`config.mk`:
```
export PLATFORM = sky130hd
export DESIGN_NAME = alarm_trigger_flat
export DESIGN_NICKNAME = d
export VERILOG_FILES = /design/src/rtl/alarm_trigger_if.sv /design/src/rtl/alarm_trigger.sv /design/src/flat_wrapper.sv
export SDC_FILE = /design/constraint.sdc
export NUM_CORES = 1
export LEC_CHECK = 0
export ABC_AREA = 1
export CORE_ASPECT_RATIO = 0.8
export CORE_MARGIN = 2
export CORE_UTILIZATION = 37
export DETAILED_ROUTE_END_ITERATION = 10
export PLACE_DENSITY = 0.72
export SLEW_MARGIN = 20
export SYNTH_ARGS = -nofsm -noshare
export SYNTH_HDL_FRONTEND = slang
export SYNTH_SLANG_ARGS = --single-unit
export TNS_END_PERCENT = 50
```
`constraint.sdc`:
```
create_clock -name clk -period 1.4 [get_ports clk]
set_input_delay 0.14 -clock clk [delete_from_list [all_inputs] [get_ports clk]]
set_output_delay 0.14 -clock clk [all_outputs]
set_load 0.03 [all_outputs]
```
`src/rtl/alarm_trigger_if.sv`:
```
// Alarm trigger bus: clock/alarm BCD digits, control pulses and ring status.
// master drives time, alarm and buttons; slave is the alarm_trigger block.
// No handshake: inputs are sampled every clk, outputs are registered levels.
interface alarm_trigger_if;
  logic       tick_1hz;
  logic       alarm_en;
  logic       stop_btn;
  logic       snooze_btn;
  logic [3:0] t_h_tens;
  logic [3:0] t_h_ones;
  logic [3:0] t_m_tens;
  logic [3:0] t_m_ones;
  logic [3:0] a_h_tens;
  logic [3:0] a_h_ones;
  logic [3:0] a_m_tens;
  logic [3:0] a_m_ones;
  logic       buzzer;
  logic       ringing;
  logic       snoozing;
  logic [1:0] snooze_cnt;

  modport master (
    output tick_1hz, alarm_en, stop_btn, snooze_btn,
    output t_h_tens, t_h_ones, t_m_tens, t_m_ones,
    output a_h_tens, a_h_ones, a_m_tens, a_m_ones,
    input  buzzer, ringing, snoozing, snooze_cnt
  );

  modport slave (
    input  tick_1hz, alarm_en, stop_btn, snooze_btn,
    input  t_h_tens, t_h_ones, t_m_tens, t_m_ones,
    input  a_h_tens, a_h_ones, a_m_tens, a_m_ones,
    output buzzer, ringing, snoozing, snooze_cnt
  );
endinterface

```
`src/rtl/alarm_trigger.sv`:
```
// Alarm trigger: compares HH:MM alarm with running time, rings the buzzer, handles stop/timeout/snooze.
// Latency: outputs registered, valid one clk after the triggering input; trigger fires on match rising edge.
// No backpressure; ALARM_SNOOZE_EN enables the SNOOZE state, otherwise snooze_btn behaves as stop_btn.
module alarm_trigger #(
  parameter int RING_SECONDS   = 60,
  parameter int SNOOZE_MINUTES = 5,
  parameter int MAX_SNOOZE     = 3
) (
  input logic           clk,
  input logic           rst,
  alarm_trigger_if.slave bus
);

  localparam int RING_W = $clog2(RING_SECONDS + 1);

`ifdef ALARM_SNOOZE_EN
  localparam int         SNZ_TICKS = SNOOZE_MINUTES * 60;
  localparam int         SNZ_W     = $clog2(SNZ_TICKS + 1);
  localparam logic [1:0] MAX_CNT   = 2'(MAX_SNOOZE);
`endif

  typedef enum logic [1:0] {
    IDLE    = 2'd0,
    RINGING = 2'd1
`ifdef ALARM_SNOOZE_EN
    ,
    SNOOZE  = 2'd2
`endif
  } state_t;

  state_t              state;
  logic [RING_W-1:0]   ring_cnt;
  logic                beep;
  logic                buzzer_q;
  logic                ringing_q;
  logic                match;
  logic                match_q;
  logic                trig;
  logic                stop_req;

`ifdef ALARM_SNOOZE_EN
  logic [SNZ_W-1:0]    snz_cnt;
  logic                snoozing_q;
  logic [1:0]          snooze_cnt_q;
`endif

  // Time equals alarm on all four BCD digits
  assign match = (bus.t_h_tens == bus.a_h_tens) && (bus.t_h_ones == bus.a_h_ones) &&
                 (bus.t_m_tens == bus.a_m_tens) && (bus.t_m_ones == bus.a_m_ones);

  // Fire only on the first clk of a match so a stopped alarm stays quiet for the rest of the minute
  assign trig = bus.alarm_en & match & ~match_q;

`ifdef ALARM_SNOOZE_EN
  assign stop_req = bus.stop_btn;
`else
  assign stop_req = bus.stop_btn | bus.snooze_btn;
`endif

  // Previous-cycle match for edge detection
  always_ff @(posedge clk or posedge rst) begin
    if (rst) match_q <= 1'b0;
    else     match_q <= match;
  end

  // Alarm state machine with registered outputs; priority: enable, stop, snooze, expiry, tick
  always_ff @(posedge clk or posedge rst) begin
    if (rst) begin
      state     <= IDLE;
      ring_cnt  <= '0;
      beep      <= 1'b0;
      buzzer_q  <= 1'b0;
      ringing_q <= 1'b0;
`ifdef ALARM_SNOOZE_EN
      snz_cnt      <= '0;
      snoozing_q   <= 1'b0;
      snooze_cnt_q <= 2'd0;
`endif
    end else if (!bus.alarm_en) begin
      state     <= IDLE;
      ring_cnt  <= '0;
      beep      <= 1'b0;
      buzzer_q  <= 1'b0;
      ringing_q <= 1'b0;
`ifdef ALARM_SNOOZE_EN
      snz_cnt      <= '0;
      snoozing_q   <= 1'b0;
      snooze_cnt_q <= 2'd0;
`endif
    end else begin
      case (state)
        IDLE: begin
          if (trig) begin
            state     <= RINGING;
            ring_cnt  <= '0;
            beep      <= 1'b1;
            buzzer_q  <= 1'b1;
            ringing_q <= 1'b1;
`ifdef ALARM_SNOOZE_EN
            snz_cnt      <= '0;
            snoozing_q   <= 1'b0;
            snooze_cnt_q <= 2'd0;
`endif
          end
        end

        RINGING: begin
          if (stop_req) begin
            state     <= IDLE;
            ring_cnt  <= '0;
            beep      <= 1'b0;
            buzzer_q  <= 1'b0;
            ringing_q <= 1'b0;
          end
`ifdef ALARM_SNOOZE_EN
          else if (bus.snooze_btn) begin
            ring_cnt  <= '0;
            beep      <= 1'b0;
            buzzer_q  <= 1'b0;
            ringing_q <= 1'b0;
            if (snooze_cnt_q < MAX_CNT) begin
              state        <= SNOOZE;
              snz_cnt      <= '0;
              snoozing_q   <= 1'b1;
              snooze_cnt_q <= snooze_cnt_q + 2'd1;
            end else begin
              // Snooze budget exhausted: behave as stop
              state <= IDLE;
            end
          end
`endif
          else if (bus.tick_1hz) begin
            if (ring_cnt == RING_W'(RING_SECONDS - 1)) begin
              state     <= IDLE;
              ring_cnt  <= '0;
              beep      <= 1'b0;
              buzzer_q  <= 1'b0;
              ringing_q <= 1'b0;
            end else begin
              ring_cnt <= ring_cnt + RING_W'(1);
              beep     <= ~beep;
              buzzer_q <= ~beep;
            end
          end
        end

`ifdef ALARM_SNOOZE_EN
        SNOOZE: begin
          if (bus.stop_btn) begin
            state      <= IDLE;
            snz_cnt    <= '0;
            snoozing_q <= 1'b0;
          end else if (bus.tick_1hz) begin
            if (snz_cnt == SNZ_W'(SNZ_TICKS - 1)) begin
              state      <= RINGING;
              snz_cnt    <= '0;
              snoozing_q <= 1'b0;
              ring_cnt   <= '0;
              beep       <= 1'b1;
              buzzer_q   <= 1'b1;
              ringing_q  <= 1'b1;
            end else begin
              snz_cnt <= snz_cnt + SNZ_W'(1);
            end
          end
        end
`endif

        default: begin
          state     <= IDLE;
          ring_cnt  <= '0;
          beep      <= 1'b0;
          buzzer_q  <= 1'b0;
          ringing_q <= 1'b0;
        end
      endcase
    end
  end

  assign bus.buzzer  = buzzer_q;
  assign bus.ringing = ringing_q;

`ifdef ALARM_SNOOZE_EN
  assign bus.snoozing   = snoozing_q;
  assign bus.snooze_cnt = snooze_cnt_q;
`else
  assign bus.snoozing   = 1'b0;
  assign bus.snooze_cnt = 2'd0;

  // Snooze sizing has no effect without the snooze path
  logic unused_cfg;
  assign unused_cfg = (SNOOZE_MINUTES > 0) ^ (MAX_SNOOZE > 0);
`endif

endmodule

```
`src/flat_wrapper.sv`:
```
// flat-port wrapper written by rule: the top's interface ports become plain ports
module alarm_trigger_flat 
#(
  parameter int RING_SECONDS   = 60,
  parameter int SNOOZE_MINUTES = 5,
  parameter int MAX_SNOOZE     = 3
)
  (clk, rst, bus_tick_1hz, bus_alarm_en, bus_stop_btn, bus_snooze_btn, bus_t_h_tens, bus_t_h_ones, bus_t_m_tens, bus_t_m_ones, bus_a_h_tens, bus_a_h_ones, bus_a_m_tens, bus_a_m_ones, bus_buzzer, bus_ringing, bus_snoozing, bus_snooze_cnt);
  alarm_trigger_if bus_i ();
  input logic clk;
  input logic rst;
  input wire logic [$bits(bus_i.tick_1hz)-1:0] bus_tick_1hz;
  input wire logic [$bits(bus_i.alarm_en)-1:0] bus_alarm_en;
  input wire logic [$bits(bus_i.stop_btn)-1:0] bus_stop_btn;
  input wire logic [$bits(bus_i.snooze_btn)-1:0] bus_snooze_btn;
  input wire logic [$bits(bus_i.t_h_tens)-1:0] bus_t_h_tens;
  input wire logic [$bits(bus_i.t_h_ones)-1:0] bus_t_h_ones;
  input wire logic [$bits(bus_i.t_m_tens)-1:0] bus_t_m_tens;
  input wire logic [$bits(bus_i.t_m_ones)-1:0] bus_t_m_ones;
  input wire logic [$bits(bus_i.a_h_tens)-1:0] bus_a_h_tens;
  input wire logic [$bits(bus_i.a_h_ones)-1:0] bus_a_h_ones;
  input wire logic [$bits(bus_i.a_m_tens)-1:0] bus_a_m_tens;
  input wire logic [$bits(bus_i.a_m_ones)-1:0] bus_a_m_ones;
  output wire logic [$bits(bus_i.buzzer)-1:0] bus_buzzer;
  output wire logic [$bits(bus_i.ringing)-1:0] bus_ringing;
  output wire logic [$bits(bus_i.snoozing)-1:0] bus_snoozing;
  output wire logic [$bits(bus_i.snooze_cnt)-1:0] bus_snooze_cnt;
  assign bus_i.tick_1hz = bus_tick_1hz;
  assign bus_i.alarm_en = bus_alarm_en;
  assign bus_i.stop_btn = bus_stop_btn;
  assign bus_i.snooze_btn = bus_snooze_btn;
  assign bus_i.t_h_tens = bus_t_h_tens;
  assign bus_i.t_h_ones = bus_t_h_ones;
  assign bus_i.t_m_tens = bus_t_m_tens;
  assign bus_i.t_m_ones = bus_t_m_ones;
  assign bus_i.a_h_tens = bus_a_h_tens;
  assign bus_i.a_h_ones = bus_a_h_ones;
  assign bus_i.a_m_tens = bus_a_m_tens;
  assign bus_i.a_m_ones = bus_a_m_ones;
  assign bus_buzzer = bus_i.buzzer;
  assign bus_ringing = bus_i.ringing;
  assign bus_snoozing = bus_i.snoozing;
  assign bus_snooze_cnt = bus_i.snooze_cnt;
  alarm_trigger #(.RING_SECONDS(RING_SECONDS), .SNOOZE_MINUTES(SNOOZE_MINUTES), .MAX_SNOOZE(MAX_SNOOZE)) u_core (.clk(clk), .rst(rst), .bus(bus_i));
endmodule
```
==> results by stage, run 1 <==
Logic synthesis:
- The summed instance area of the synthesized netlist is 913 um^2.
- In this run, distinct cell masters in the synthesized netlist total 21.
- A synthesized cell averages approximately 5.8 um^2.
- The total of flip-flops plus latches after synthesis is 9.
- The Yosys step of the flow raised 0 warnings.
- The number of instances in the synthesized netlist is 157.
- For this run, the register share of the synthesized area comes to 24.7%.

Power and ir drop:
- The overall power of the completed layout is 0.975 mW.
- The ratio of total power to cell area is 623 nW/um^2.
- VDD sags by at most 0.309 mV.
- The internal portion of the total power is 0.607 mW.
- Per report_power, the sequential group accounts for between 30 and 40% of the total.
- The fraction of power consumed by the clock network is 21.5%.
- The switching power summed over all nets is around 0.37 mW.
- In this run the static leakage power is 0.944 nW.
- The proportion of power drawn by combinational gates is 46.0%.
- The switching share of power is 37.8%.

Timing:
- The highest clock rate is slightly below 700 MHz.
- After layout, the minimum clock period comes to about 1.4 ns.
- The number of setup violations in the final report is 8.
- Hold is met by 0.146 ns.
- The final critical-path setup slack is -0.0421 ns.
- The hold violation count in the final report is 0.
- The final critical-path share of the clock period is 103%.
- Setup repair after global routing could not meet its margin everywhere.
- Clock skew on the completed layout was measured at roughly 0.0037 ns.
- The final-report max-slew violation count was 0.

CTS:
- The clock net in this run drives a total of 9 sinks.
- After clock tree synthesis, the clock-pin slew on the worst setup and hold paths is 0.07 ns.
- TritonCTS built the clock tree.
- TritonCTS created 3 clock buffers.
- CTS built an H-tree with a depth of 1.
- The number of buffers on the longest clock path is 2.
- The later pin in the worst-skew pair is clocked with a latency of roughly 0.27 ns.
- The root buffer selected by CTS is sky130_fd_sc_hd__clkbuf_4.

Route:
- The routed design has 2380 um of wire.
- After the first detailed-routing iteration, the DRC count stood at 50.
- For this run, the detailed router's first-pass iteration total came to 4.
- The average wire length per cell after detail routing is 9.87 um.
- Once detail routing completed, the nets flagged for antenna violations numbered 0.
- The count of vias placed by the detailed router is 1100.
- For this run, design rule violations remaining after detail routing come to 0.
- The mean number of vias per cell is roughly 4.6.

Die:
- Pin placement for this block handled 43 I/O pins.
- The chip width is 59.6 um.
- Once the floorplan was initialized, standard cells occupied 38.0% of the core.
- The area of the die is 2880 um^2.
- The core box area is 2400 um^2.
- The vertical extent of the die is 48.4 um.
- The initialized floorplan defines 16 standard-cell rows.

Place:
- The number of input and output port buffers inserted is 39.
- At the placement stage, the worst setup path has a slack of -0.257 ns.
- Routability-driven placement finished with a final weighted congestion of 0.800.
- Once detailed placement completed, the half-perimeter wirelength came to 1800 um.
- The post-placement cell count is ~230.
- The standard cell area after detailed placement is 1410 um^2.

Finish:
- The total non-filler cell area in the finished layout is 1570 um^2.
- The number of fillers in the final layout is 215.
- The final-stage net count is approximately 250.
- The number of antenna diodes in the final layout is 0.
- The area added between synthesis and finish is 71.4%.
- The share of cells above drive strength 1 is 21.0%.
- The finished layout holds approximately 240 standard cells, fillers aside.

Setup path:
- The signal on the critical path passes through ha_2 -> buf_6 -> nand2_2 -> inv_2 -> nand2_2 -> xor2_1 -> nor3_2 -> nand3_1 -> o21ai_2.
- The slowest stage of the critical path belongs to the cell sky130_fd_sc_hd__dfrtp_1.
- The dominant delay contributor by cell family on the critical path is simple AND/OR/NAND/NOR gates.
- Of all nets on the critical path, the largest fanout is 2.
- The number of buffers and inverters on the critical path is 2.
- The delay contributed by the slowest stage of the critical path is 0.36 ns.
- The element type at the critical path start is a flop.
- STA classifies the critical path endpoint as a flop.
- The cell repeated most along the worst path is sky130_fd_sc_hd__nand2_2.
- STA puts the critical path data required time at 1.60 ns.
- The type of the setup path with the least slack is reg2reg.
- The data arrival time at the worst-slack endpoint is 1.64 ns.

GRT:
- The first global-routing pass estimated 3700 um of wire.
- The number of global-route vias before repair is 981.
- Global routing consumed, over all layers together, 16.1% of the routing resources.
- The number of antenna violations at the first check in global routing is 0.
- Entering global routing, the biggest net connects 14 pins.
- The remaining global-route overflow is 0.

Outcome:
- The checks that failed: negative setup slack.
- The run finished, with violations left.

Flow run:
- The number of violations of the max-capacitance limit is 0.

Hold path:
- The path type of the worst min-delay path is in2async.
through the flow:
stage	setup TNS (ns)	utilization, %
after floorplan	0	-
after CTS	-0.0352	61.2
final	-0.241	65.2
after detailed placement	-2.04	58.7
after global placement	-1.59	58.7
after global routing	-0.810	65.2
cells by family (layout without fill, tap and decap cells):
group | Yosys count | in the layout | share of synthesized area [%]
buf+inv | 35 | 89 | 16.4
simple gates | 100 | 101 | 46.7
flops | 9 | 9 | 24.7
compound gates | 7 | 7 | 6.58
xor+xnor | 4 | 4 | 3.84
fa+ha+maj | 1 | 1 | 1.37
other cells | 1 | 3 | 0.411
final cells by class:
cell class	count	area, um^2	share of cell area, %
clock buffer	4	26.3	1.68
timing repair buffer	54	544	34.8
sequential	9	226	14.5
multi-input combinational	116	618	39.5
tap	27	33.8	2.16
inverter	31	116	7.43
per-layer routing:
metal	global-route usage, %	part of all wire (%)	vias to the layer above
met5	0	0	-
met4	4.44	0.88	0
met3	3.48	4.1	3
met2	28.8	51	25
met1	19.1	44	495
li1	-	-	577
cells in the final DEF (no fill, tap or decap):
| master | Yosys | routed |
|---|---|---|
| sky130_fd_sc_hd__xnor2_1 | 1 | 1 |
| sky130_fd_sc_hd__clkbuf_1 | 0 | 1 |
| sky130_fd_sc_hd__clkbuf_4 | 0 | 3 |
| sky130_fd_sc_hd__inv_1 | 30 | 29 |
| sky130_fd_sc_hd__o211ai_1 | 1 | 1 |
| sky130_fd_sc_hd__nand4_1 | 1 | 1 |
| sky130_fd_sc_hd__inv_2 | 1 | 2 |
| sky130_fd_sc_hd__buf_4 | 3 | 14 |
| sky130_fd_sc_hd__nor2_1 | 28 | 27 |
| sky130_fd_sc_hd__nor3_4 | 0 | 1 |
| sky130_fd_sc_hd__nor3_1 | 4 | 2 |
| sky130_fd_sc_hd__clkdlybuf4s50_1 | 0 | 21 |
| sky130_fd_sc_hd__dfrtp_2 | 0 | 1 |
| sky130_fd_sc_hd__nor4_1 | 2 | 2 |
| sky130_fd_sc_hd__conb_1 | 1 | 3 |
| sky130_fd_sc_hd__nand2_2 | 3 | 8 |
| sky130_fd_sc_hd__o21ai_2 | 6 | 6 |
| sky130_fd_sc_hd__nand2_8 | 0 | 2 |
| sky130_fd_sc_hd__dfrtp_1 | 9 | 8 |
| sky130_fd_sc_hd__nand2_1 | 51 | 45 |
| sky130_fd_sc_hd__nor3_2 | 2 | 3 |
| sky130_fd_sc_hd__xor2_1 | 3 | 3 |
| sky130_fd_sc_hd__nand2_4 | 1 | 1 |
| sky130_fd_sc_hd__nand3_1 | 7 | 7 |
| sky130_fd_sc_hd__dlygate4sd2_1 | 0 | 2 |
| sky130_fd_sc_hd__buf_6 | 1 | 1 |
| sky130_fd_sc_hd__or2_4 | 0 | 1 |
| sky130_fd_sc_hd__ha_2 | 0 | 1 |
| sky130_fd_sc_hd__dlymetal6s2s_1 | 0 | 16 |
| sky130_fd_sc_hd__nor2_2 | 0 | 1 |
synth_stat cells, drive strengths merged:
| library cell | count | area, um^2 |
|---|---|---|
| nand3 | 7 | 35.0 |
| buf | 4 | 33.8 |
| conb | 1 | 3.75 |
| nor2 | 28 | 105 |
| nand2 | 55 | 221 |
| or2 | 1 | 6.26 |
| dfrtp | 9 | 225 |
| ha | 1 | 12.5 |
| o211ai | 1 | 7.51 |
| xnor2 | 1 | 8.76 |
| nor4 | 2 | 12.5 |
| xor2 | 3 | 26.3 |
| nor3 | 6 | 40.0 |
| inv | 31 | 116 |
| nand4 | 1 | 6.26 |
| o21ai | 6 | 52.6 |
path summary, 6_finish.rpt:
check,startpoint,end,slack [ns],depth (start not counted)
hold reg to reg,u_core.beep$_DFFE_PP0P_,u_core.beep$_DFFE_PP0P_,0.51,2
hold / removal,rst,u_core.ring_cnt[3]$_DFFE_PP0P_,0.15,2
min in group clk,bus_t_m_tens[0],u_core.match_q$_DFF_PP0_,0.36,7
setup reg to reg,u_core.ring_cnt[0]$_DFFE_PP0P_,u_core.ring_cnt[4]$_DFFE_PP0P_,-0.04,9
max in group asynchronous,rst,u_core.state[0]$_DFFE_PP0P_,0.97,2
setup / recovery,u_core.ring_cnt[0]$_DFFE_PP0P_,u_core.ring_cnt[4]$_DFFE_PP0P_,-0.04,9
registers in the layout, summed over array words and instances (netlist names):
name and cells:
u_core.match_q 1, u_core.state 1, u_core.beep 1, u_core.ring_cnt 6
timing repair:
item / CTS / global route
pin swaps: 3 / 22
hold endpoints to repair: 0 / 0
setup endpoints to repair: 6 / 8
gates cloned: 0 / 1
hold buffers: 0 / 0
setup buffers: 3 / 0
resized for setup: 6 / 29
power groups by stage:
stage	Clock, mW	Sequential [mW]	Combinational, mW
3_3_place_gp	0	0.322	0.408
6_report	0.209	0.318	0.448
3_5_place_dp	0	0.322	0.420
5_1_grt	0.226	0.323	0.492
2_1_floorplan	0	0.358	0.179
4_1_cts	0.208	0.317	0.410
Power figures use the tool's default switching activity.
==> run 2: changes to the inputs <==
--- a/config.mk
+++ b/config.mk
@@ -11,8 +11,8 @@
 export CORE_UTILIZATION = 37
 export DETAILED_ROUTE_END_ITERATION = 10
 export PLACE_DENSITY = 0.72
+export REMOVE_ABC_BUFFERS = 1
 export SLEW_MARGIN = 20
 export SYNTH_ARGS = -nofsm -noshare
 export SYNTH_HDL_FRONTEND = slang
 export SYNTH_SLANG_ARGS = --single-unit
-export TNS_END_PERCENT = 50
==> run 2 against run 1 <==
Against the previous run: worst setup slack worse by 0.046 ns; combinational power up 5.6%; largest cell class unchanged; core utilization up 0.94 points; register-to-register slack worse by 0.05 ns; the flow still finishes with violations (negative setup slack); global-route usage up 0.62 points; first-iteration DRC count down 28%.
==> results by stage, run 2 (synthesis results as in run 1) <==
Outcome:
- Status: finished, violations left (unchanged).
- Failing checks: negative setup slack (unchanged).

CTS:
- The number of buffers on the longest clock path came to 2 (unchanged).
- The number of H-tree branching levels came to 1 (unchanged).
- The source-to-sink clock delay at the later pin of the worst-skew pair is 0.25 ns (was 0.27 ns).
- The number of buffers created by CTS is 3 (unchanged).
- The clock-pin transition on the worst setup and hold timing paths was 0.06 ns (was 0.07 ns).
- The root buffer selected by CTS was sky130_fd_sc_hd__clkbuf_4 (unchanged).
- The clock sink count came to 9 (unchanged).
- The clock tree from TritonCTS is done (unchanged).

Place:
- The standard cell area after detailed placement is 1420 um^2 (was 1410 um^2).
- The number of input and output port buffers inserted is 39 (unchanged).
- The half-perimeter wire length after detailed placement was 1930 um (was 1800 um).
- The weighted congestion reported at the end of routability-driven placement is 0.811 (was 0.800).

Finish:
- The area added between synthesis and finish came to 73.8% (was 71.4%).
- The flip-flop count of the largest register after layout is 6 (unchanged).
- The final-stage net count was 256 (was 254).
- The total non-filler cell area in the finished layout is 1590 um^2 (was 1570 um^2).
- Most frequent cells in the layout: 45 x sky130_fd_sc_hd__nand2_1, 29 x sky130_fd_sc_hd__inv_1, 24 x sky130_fd_sc_hd__nor2_1, 19 x sky130_fd_sc_hd__dlymetal6s2s_1, 18 x sky130_fd_sc_hd__clkdlybuf4s50_1 (was 45 x sky130_fd_sc_hd__nand2_1, 29 x sky130_fd_sc_hd__inv_1, 27 x sky130_fd_sc_hd__nor2_1, 21 x sky130_fd_sc_hd__clkdlybuf4s50_1, 16 x sky130_fd_sc_hd__dlymetal6s2s_1).
- The number of antenna diodes was 0 (unchanged).
- The number of fillers in the final layout is 210 (was 215).
- The combined flip-flop and latch cell area is 225 um^2 (was 226 um^2).
- The commonest non-fill, non-tap cell in the layout is sky130_fd_sc_hd__nand2_1 (unchanged).
- The multi-input logic area came to 616 um^2 (was 618 um^2).
- The register bank with the most flops is u_core.ring_cnt (unchanged).
- The share of cells above drive strength 1 came to 23.1% (was 21.0%).

GRT:
- The remaining global-route overflow is 0 (unchanged).
- The number of global-route vias before repair is 1018 (was 981).
- The global-route wire length before repair is 3830 um (was 3700 um).
- The all-layer global routing usage is 16.7% (was 16.1%).
- The largest net degree at the start of global routing was 10 (was 14).
- The number of antenna violations at the first check in global routing was 0 (unchanged).

Setup path:
- The type of the setup path with the least slack is reg2reg (unchanged).
- The highest net fanout along the worst path is 2 (unchanged).
- The endpoint required time on the critical path came to 1.59 ns (was 1.60 ns).
- The element type at the critical path start is a flop (unchanged).
- The data arrival time at the worst-slack endpoint is 1.67 ns (was 1.64 ns).
- The category of the worst setup path capture point is a flop (unchanged).

Route:
- The mean number of vias per cell is 4.56 (about the same).
- The average wire length per cell after detail routing is 10.7 um (was 9.87 um).
- The total length of routed wires is 2590 um (was 2380 um).
- The post-route antenna net violation count is 0 (unchanged).
- The count of vias placed by the detailed router came to 1107 (was 1100).
- The initial detailed-routing violation count came to 36 (was 50).
- The DRC violation count after routing is 0 (unchanged).
- The first-pass iteration count of the detailed router came to 4 (unchanged).

Die:
- The area of the die came to 2880 um^2 (unchanged).
- The number of standard-cell rows in the floorplan is 16 (unchanged).
- The chip width is 59.6 um (unchanged).
- The core box area was 2400 um^2 (unchanged).
- The vertical extent of the die is 48.4 um (unchanged).
- The top-level port count was 43 (unchanged).
- The effective utilization at floorplan came to 38.0% (unchanged).

Timing:
- The time the final worst path needs with I/O delays and setup is 1.49 ns (was 1.44 ns).
- The final-report max-slew violation count is 0 (unchanged).
- The hold violation count in the final report is 0 (unchanged).
- The post-route clock skew came to 0.00258 ns (was 0.00365 ns).
- The highest clock rate is 672 MHz (was 693 MHz).
- The number of setup violations in the final report was 4 (was 8).
- Unrepaired setup endpoints after global routing: true (unchanged).
- The aggregate negative setup slack was -0.161 ns (was -0.241 ns).
- The worst hold-check slack is 0.147 ns (was 0.146 ns).
- The final critical-path setup slack is -0.0877 ns (was -0.0421 ns).
- The final critical-path share of the clock period was 106% (was 103%).

Power and ir drop:
- The ratio of total power to cell area is 615 nW/um^2 (was 623 nW/um^2).
- The peak supply drop was 0.291 mV (was 0.309 mV).
- The static power due to leakage came to 0.984 nW (was 0.944 nW).

Flow run:
- The number of violations of the max-capacitance limit is 0 (unchanged).

Hold path:
- The path type of the worst min-delay path is in2async (unchanged).
==> run 2: cell types whose count changed in the layout (fill, tap and decap cells not counted), sizes merged <==
cell,change
dlymetal6s2s,+3
clkdlybuf4s50,-3
buf,+2
==> run 2: timing repair <==
item	CTS	global route
setup buffers	1	2
endpoints found under the setup margin	7	8
hold buffers	0	0
resized for setup	7	35
pin swaps	4	28
cloned	1	0
==> run 2: critical path, stage by stage (launching register included) <==
cell                      delay [ns]
sky130_fd_sc_hd__dfrtp_1        0.37
sky130_fd_sc_hd__ha_2           0.22
sky130_fd_sc_hd__buf_6          0.10
sky130_fd_sc_hd__nand2_2        0.04
sky130_fd_sc_hd__inv_2          0.06
sky130_fd_sc_hd__nand2_2        0.04
sky130_fd_sc_hd__xor2_1         0.14
sky130_fd_sc_hd__nor3_1         0.19
sky130_fd_sc_hd__nand3_1        0.14
sky130_fd_sc_hd__o21ai_2        0.12
==> run 2: final timing paths <==
kind / from / to / slack [ns] / cells after the start
worst max-delay path: u_core.ring_cnt[1]$_DFFE_PP0P_ / u_core.ring_cnt[4]$_DFFE_PP0P_ / -0.09 / 9
worst min-delay path: rst / u_core.ring_cnt[0]$_DFFE_PP0P_ / 0.15 / 2
worst max register to register: u_core.ring_cnt[1]$_DFFE_PP0P_ / u_core.ring_cnt[4]$_DFFE_PP0P_ / -0.09 / 9
worst min register to register: u_core.beep$_DFFE_PP0P_ / u_core.beep$_DFFE_PP0P_ / 0.53 / 2
max in group asynchronous: rst / u_core.state[0]$_DFFE_PP0P_ / 1.00 / 2
min in group clk: bus_t_m_tens[0] / u_core.match_q$_DFF_PP0_ / 0.32 / 6
==> run 2: routing by layer <==
| metal | share of wire, % | vias up | GRT usage (%) |
|---|---|---|---|
| li1 | - | 583 | - |
| met1 | 43 | 493 | 20.3 |
| met2 | 53 | 29 | 30.8 |
| met3 | 3.9 | 2 | 3.21 |
| met4 | 0.77 | 0 | 2.22 |
| met5 | 0 | - | 0 |
==> run 2: final cells by class <==
cell class / instances / share of cell area [%]
clock buffer: 4 / 1.65
inverter: 31 / 7.33
multi-input combinational: 116 / 38.8
sequential: 9 / 14.2
tap: 27 / 2.13
timing repair buffer: 56 / 35.9
==> run 2: through the flow <==
stage	std cells	util (%)	power, mW	worst slack (ns)
finish	243	66.1	0.976	-0.0877
global route	243	66.1	1.05	-0.195
CTS	241	61.3	0.952	-0.0650
detailed placement	235	59.0	0.759	-0.265
global placement	235	59.0	0.745	-0.210
floorplan	155	-	0.514	-0.0160
==> run 2: where the power goes <==
group | switching, mW | internal [mW] | total [mW] | leakage (nW)
Sequential | 0.0256 | 0.283 | 0.309 | 0.123
Combinational | 0.249 | 0.224 | 0.473 | 0.846
Clock | 0.0846 | 0.109 | 0.194 | 0.0150
==> run 3: changes to the inputs <==
--- a/config.mk
+++ b/config.mk
@@ -8,10 +8,10 @@
 export ABC_AREA = 1
 export CORE_ASPECT_RATIO = 0.8
 export CORE_MARGIN = 2
-export CORE_UTILIZATION = 37
+export CORE_UTILIZATION = 44
 export DETAILED_ROUTE_END_ITERATION = 10
-export PLACE_DENSITY = 0.72
-export REMOVE_ABC_BUFFERS = 1
+export PLACE_DENSITY = 0.81
+export RECOVER_POWER = 100
 export SLEW_MARGIN = 20
 export SYNTH_ARGS = -nofsm -noshare
 export SYNTH_HDL_FRONTEND = slang
==> constraint.sdc (replaced) <==
create_clock -name clk -period 1.9 [get_ports clk]
set_input_delay 0.19 -clock clk [delete_from_list [all_inputs] [get_ports clk]]
set_output_delay 0.19 -clock clk [all_outputs]
set_load 0.03 [all_outputs]
==> run 3 against run 2 <==
Against the previous run: the run now ends clean; wire length decreased by 17%; global-route usage increased by 3.3 points; die area decreased by 15%; sequential share of layout area increased by 3.0 points; worst setup slack improved by 0.26 ns; total power decreased by 33%; hold slack improved by 0.18 ns; core utilization increased by 2.1 points; combinational power decreased by 44%; first-iteration DRC count decreased by 42%; final area decreased by 17%; via count decreased by 6.9%; critical path type is now reg2out; critical endpoint is now bus_ringing; highest routed layer unchanged.
==> results by stage, run 3 (synthesis results as in run 1) <==
Outcome:
- Status: completed (was finished, violations left).

Die:
- The area of the die came to 2460 um^2 (was 2880 um^2).
- The vertical extent of the die is 44.8 um (was 48.4 um).
- The core box area came to 1930 um^2 (was 2400 um^2).
- The chip width is 54.9 um (was 59.6 um).
- The effective utilization at floorplan is 47.4% (was 38.0%).
- The top-level port count is 43 (unchanged).
- The number of standard-cell rows in the floorplan is 14 (was 16).

Timing:
- Counting I/O delays and the setup requirement, the final critical path takes between 1.5 and 2 ns.
- The highest clock rate is 580 MHz.
- The final-report max-slew violation count is 0 (unchanged).
- The worst hold-check slack is 0.326 ns (was 0.147 ns).
- The pin slew with the least headroom to its limit is 0.497 ns.
- The aggregate negative setup slack is 0 ns (was -0.161 ns).
- Unrepaired setup endpoints after global routing: false (was true).
- The final critical path takes up about nine tenths of the cycle.
- The hold violation count in the final report was 0 (unchanged).
- The worst slew margin relative to its limit is 66.7%.
- The number of setup violations in the final report is 0 (was 4).
- The post-route clock skew is 0.00484 ns (was 0.00258 ns).

Place:
- The number of input and output port buffers inserted is 39 (unchanged).
- The weighted congestion reported at the end of routability-driven placement was 0.891 (was 0.811).
- The post-placement cell count is 218 (was 235).
- The half-perimeter wire length after detailed placement came to 1820 um (was 1930 um).

CTS:
- The source-to-sink clock delay at the later pin of the worst-skew pair is 0.27 ns (was 0.25 ns).
- The number of buffers on the longest clock path is 2 (unchanged).
- The root buffer selected by CTS is sky130_fd_sc_hd__clkbuf_4 (unchanged).
- The number of buffers created by CTS is 3 (unchanged).
- The number of H-tree branching levels came to 1 (unchanged).
- The setup fix buffers added after clock tree synthesis is 0 (was 1).
- The post-cts resize count came to 0 (was 7).
- The clock sink count is 9 (unchanged).
- The clock tree from TritonCTS is done (unchanged).
- The clock-pin transition on the worst setup and hold timing paths is 0.06 ns (about the same).
- The number of hold buffers added after CTS is 0 (unchanged).

GRT:
- The number of antenna violations at the first check in global routing came to 0 (unchanged).
- The all-layer global routing usage is 20.0% (was 16.7%).
- The largest net degree at the start of global routing was 14 (was 10).
- The global-route wire length before repair is 3540 um (was 3830 um).
- The number of global-route vias before repair came to 929 (was 1018).
- The remaining global-route overflow is 0 (unchanged).

Hold path:
- The path type of the worst min-delay path is in2async (unchanged).

Setup path:
- Worst-path cell chain: dlygate4sd3_1 (was ha_2 -> buf_6 -> nand2_2 -> inv_2 -> nand2_2 -> xor2_1 -> nor3_1 -> nand3_1 -> o21ai_2).
- The sum of buffers and inverters on the critical path is 1 (was 2).
- The element type at the critical path start is a flop (unchanged).
- The highest net fanout along the worst path is 8 (was 2).
- The data arrival time at the worst-slack endpoint is 1.53 ns (was 1.67 ns).
- The type of the setup path with the least slack was reg2out (was reg2reg).
- The category of the worst setup path capture point is a primary output (was flop).
- The slowest library cell on the worst path was sky130_fd_sc_hd__dlygate4sd3_1 (was sky130_fd_sc_hd__dfrtp_1).
- The delay contributed by the slowest stage of the critical path is 0.78 ns (was 0.37 ns).
- The dominant delay contributor by cell family on the critical path was buffers and inverters (was simple AND/OR/NAND/NOR gates).
- The endpoint required time on the critical path came to 1.71 ns (was 1.59 ns).

Finish:
- Most frequent cells in the layout: 51 x sky130_fd_sc_hd__nand2_1, 35 x sky130_fd_sc_hd__clkdlybuf4s50_1, 30 x sky130_fd_sc_hd__inv_1, 28 x sky130_fd_sc_hd__nor2_1, 9 x sky130_fd_sc_hd__dfrtp_1 (was 45 x sky130_fd_sc_hd__nand2_1, 29 x sky130_fd_sc_hd__inv_1, 24 x sky130_fd_sc_hd__nor2_1, 19 x sky130_fd_sc_hd__dlymetal6s2s_1, 18 x sky130_fd_sc_hd__clkdlybuf4s50_1).
- The final cell count without fillers came to 222 (was 243).
- The commonest non-fill, non-tap cell in the layout is sky130_fd_sc_hd__nand2_1 (unchanged).
- The number of antenna diodes came to 0 (unchanged).
- The flip-flop count of the largest register after layout is 6 (unchanged).
- The register bank with the most flops is u_core.ring_cnt (unchanged).
- The final core area utilization is 68.2% (was 66.1%).
- The share of cells above drive strength 1 was 6.57% (was 23.1%).
- The final-stage net count is 238 (was 256).
- The area added between synthesis and finish is 43.8% (was 73.8%).

Route:
- The initial detailed-routing violation count is 21 (was 36).
- The count of vias placed by the detailed router is 1031 (was 1107).
- The mean number of vias per cell is 4.64 (was 4.56).
- The post-route antenna net violation count was 0 (unchanged).
- The first-pass iteration count of the detailed router was 4 (unchanged).
- The DRC violation count after routing was 0 (unchanged).
- The total length of routed wires is 2150 um (was 2590 um).
- The average wire length per cell after detail routing is 9.66 um (was 10.7 um).

Flow run:
- The number of violations of the max-capacitance limit is 0 (unchanged).

Power and ir drop:
- The peak supply drop was 0.396 mV (was 0.291 mV).
- The static power due to leakage came to 0.702 nW (was 0.984 nW).
- The ratio of total power to cell area is 498 nW/um^2 (was 615 nW/um^2).
-- run 3: changes by cell type in the layout (fill, tap and decap cells not counted), moves of 6 or more --
cell / previous run / this run
sky130_fd_sc_hd__clkdlybuf4s50_1: 18 / 35
sky130_fd_sc_hd__buf_4: 15 / 0
sky130_fd_sc_hd__dlymetal6s2s_1: 19 / 0
sky130_fd_sc_hd__nand2_1: 45 / 51
-- run 3: power by group --
group	internal (mW)	switching, mW	leakage [nW]
Clock	0.0813	0.0722	0.0150
Combinational	0.126	0.142	0.564
Sequential	0.208	0.0254	0.123
-- run 3: cell type report --
cell class	count	area, um^2
Sequential cell	9	225
Clock buffer	4	26.3
Fill cell	186	613
Inverter	31	116
Multi-Input combinational cell	115	526
Timing Repair Buffer	39	390
Tap cell	24	30.0
-- run 3: stage by stage --
stage | worst slack [ns] | cell area [um^2] | total power [mW]
finish | 0.177 | 1310 | 0.655
global placement | 0.235 | 1310 | 0.511
CTS | 0.233 | 1330 | 0.674
detailed placement | 0.200 | 1310 | 0.518
global route | 0.131 | 1310 | 0.702
floorplan | 0.484 | 921 | 0.394
-- run 3: final timing paths --
kind	cells past startpoint	slack [ns]	from	end
min in group clk	2	0.53	u_core.ring_cnt[1]$_DFFE_PP0P_	u_core.ring_cnt[1]$_DFFE_PP0P_
worst max-delay path	1	0.18	u_core.state[0]$_DFFE_PP0P_	bus_ringing
worst min register to register	2	0.53	u_core.ring_cnt[1]$_DFFE_PP0P_	u_core.ring_cnt[1]$_DFFE_PP0P_
max in group asynchronous	2	1.31	rst	u_core.ring_cnt[3]$_DFFE_PP0P_
worst min-delay path	2	0.33	rst	u_core.ring_cnt[2]$_DFFE_PP0P_
worst max register to register	7	0.31	u_core.ring_cnt[0]$_DFFE_PP0P_	u_core.ring_cnt[0]$_DFFE_PP0P_
-- run 3: routing by layer --
layer  up-vias  global-route usage, %  part of all wire (%)
li1        543                      -                     -
met3         5                   3.97                   4.6
met5         -                      0                     0
met1       452                   23.8                    47
met4         0                   7.32                   1.4
met2        31                   35.5                    47
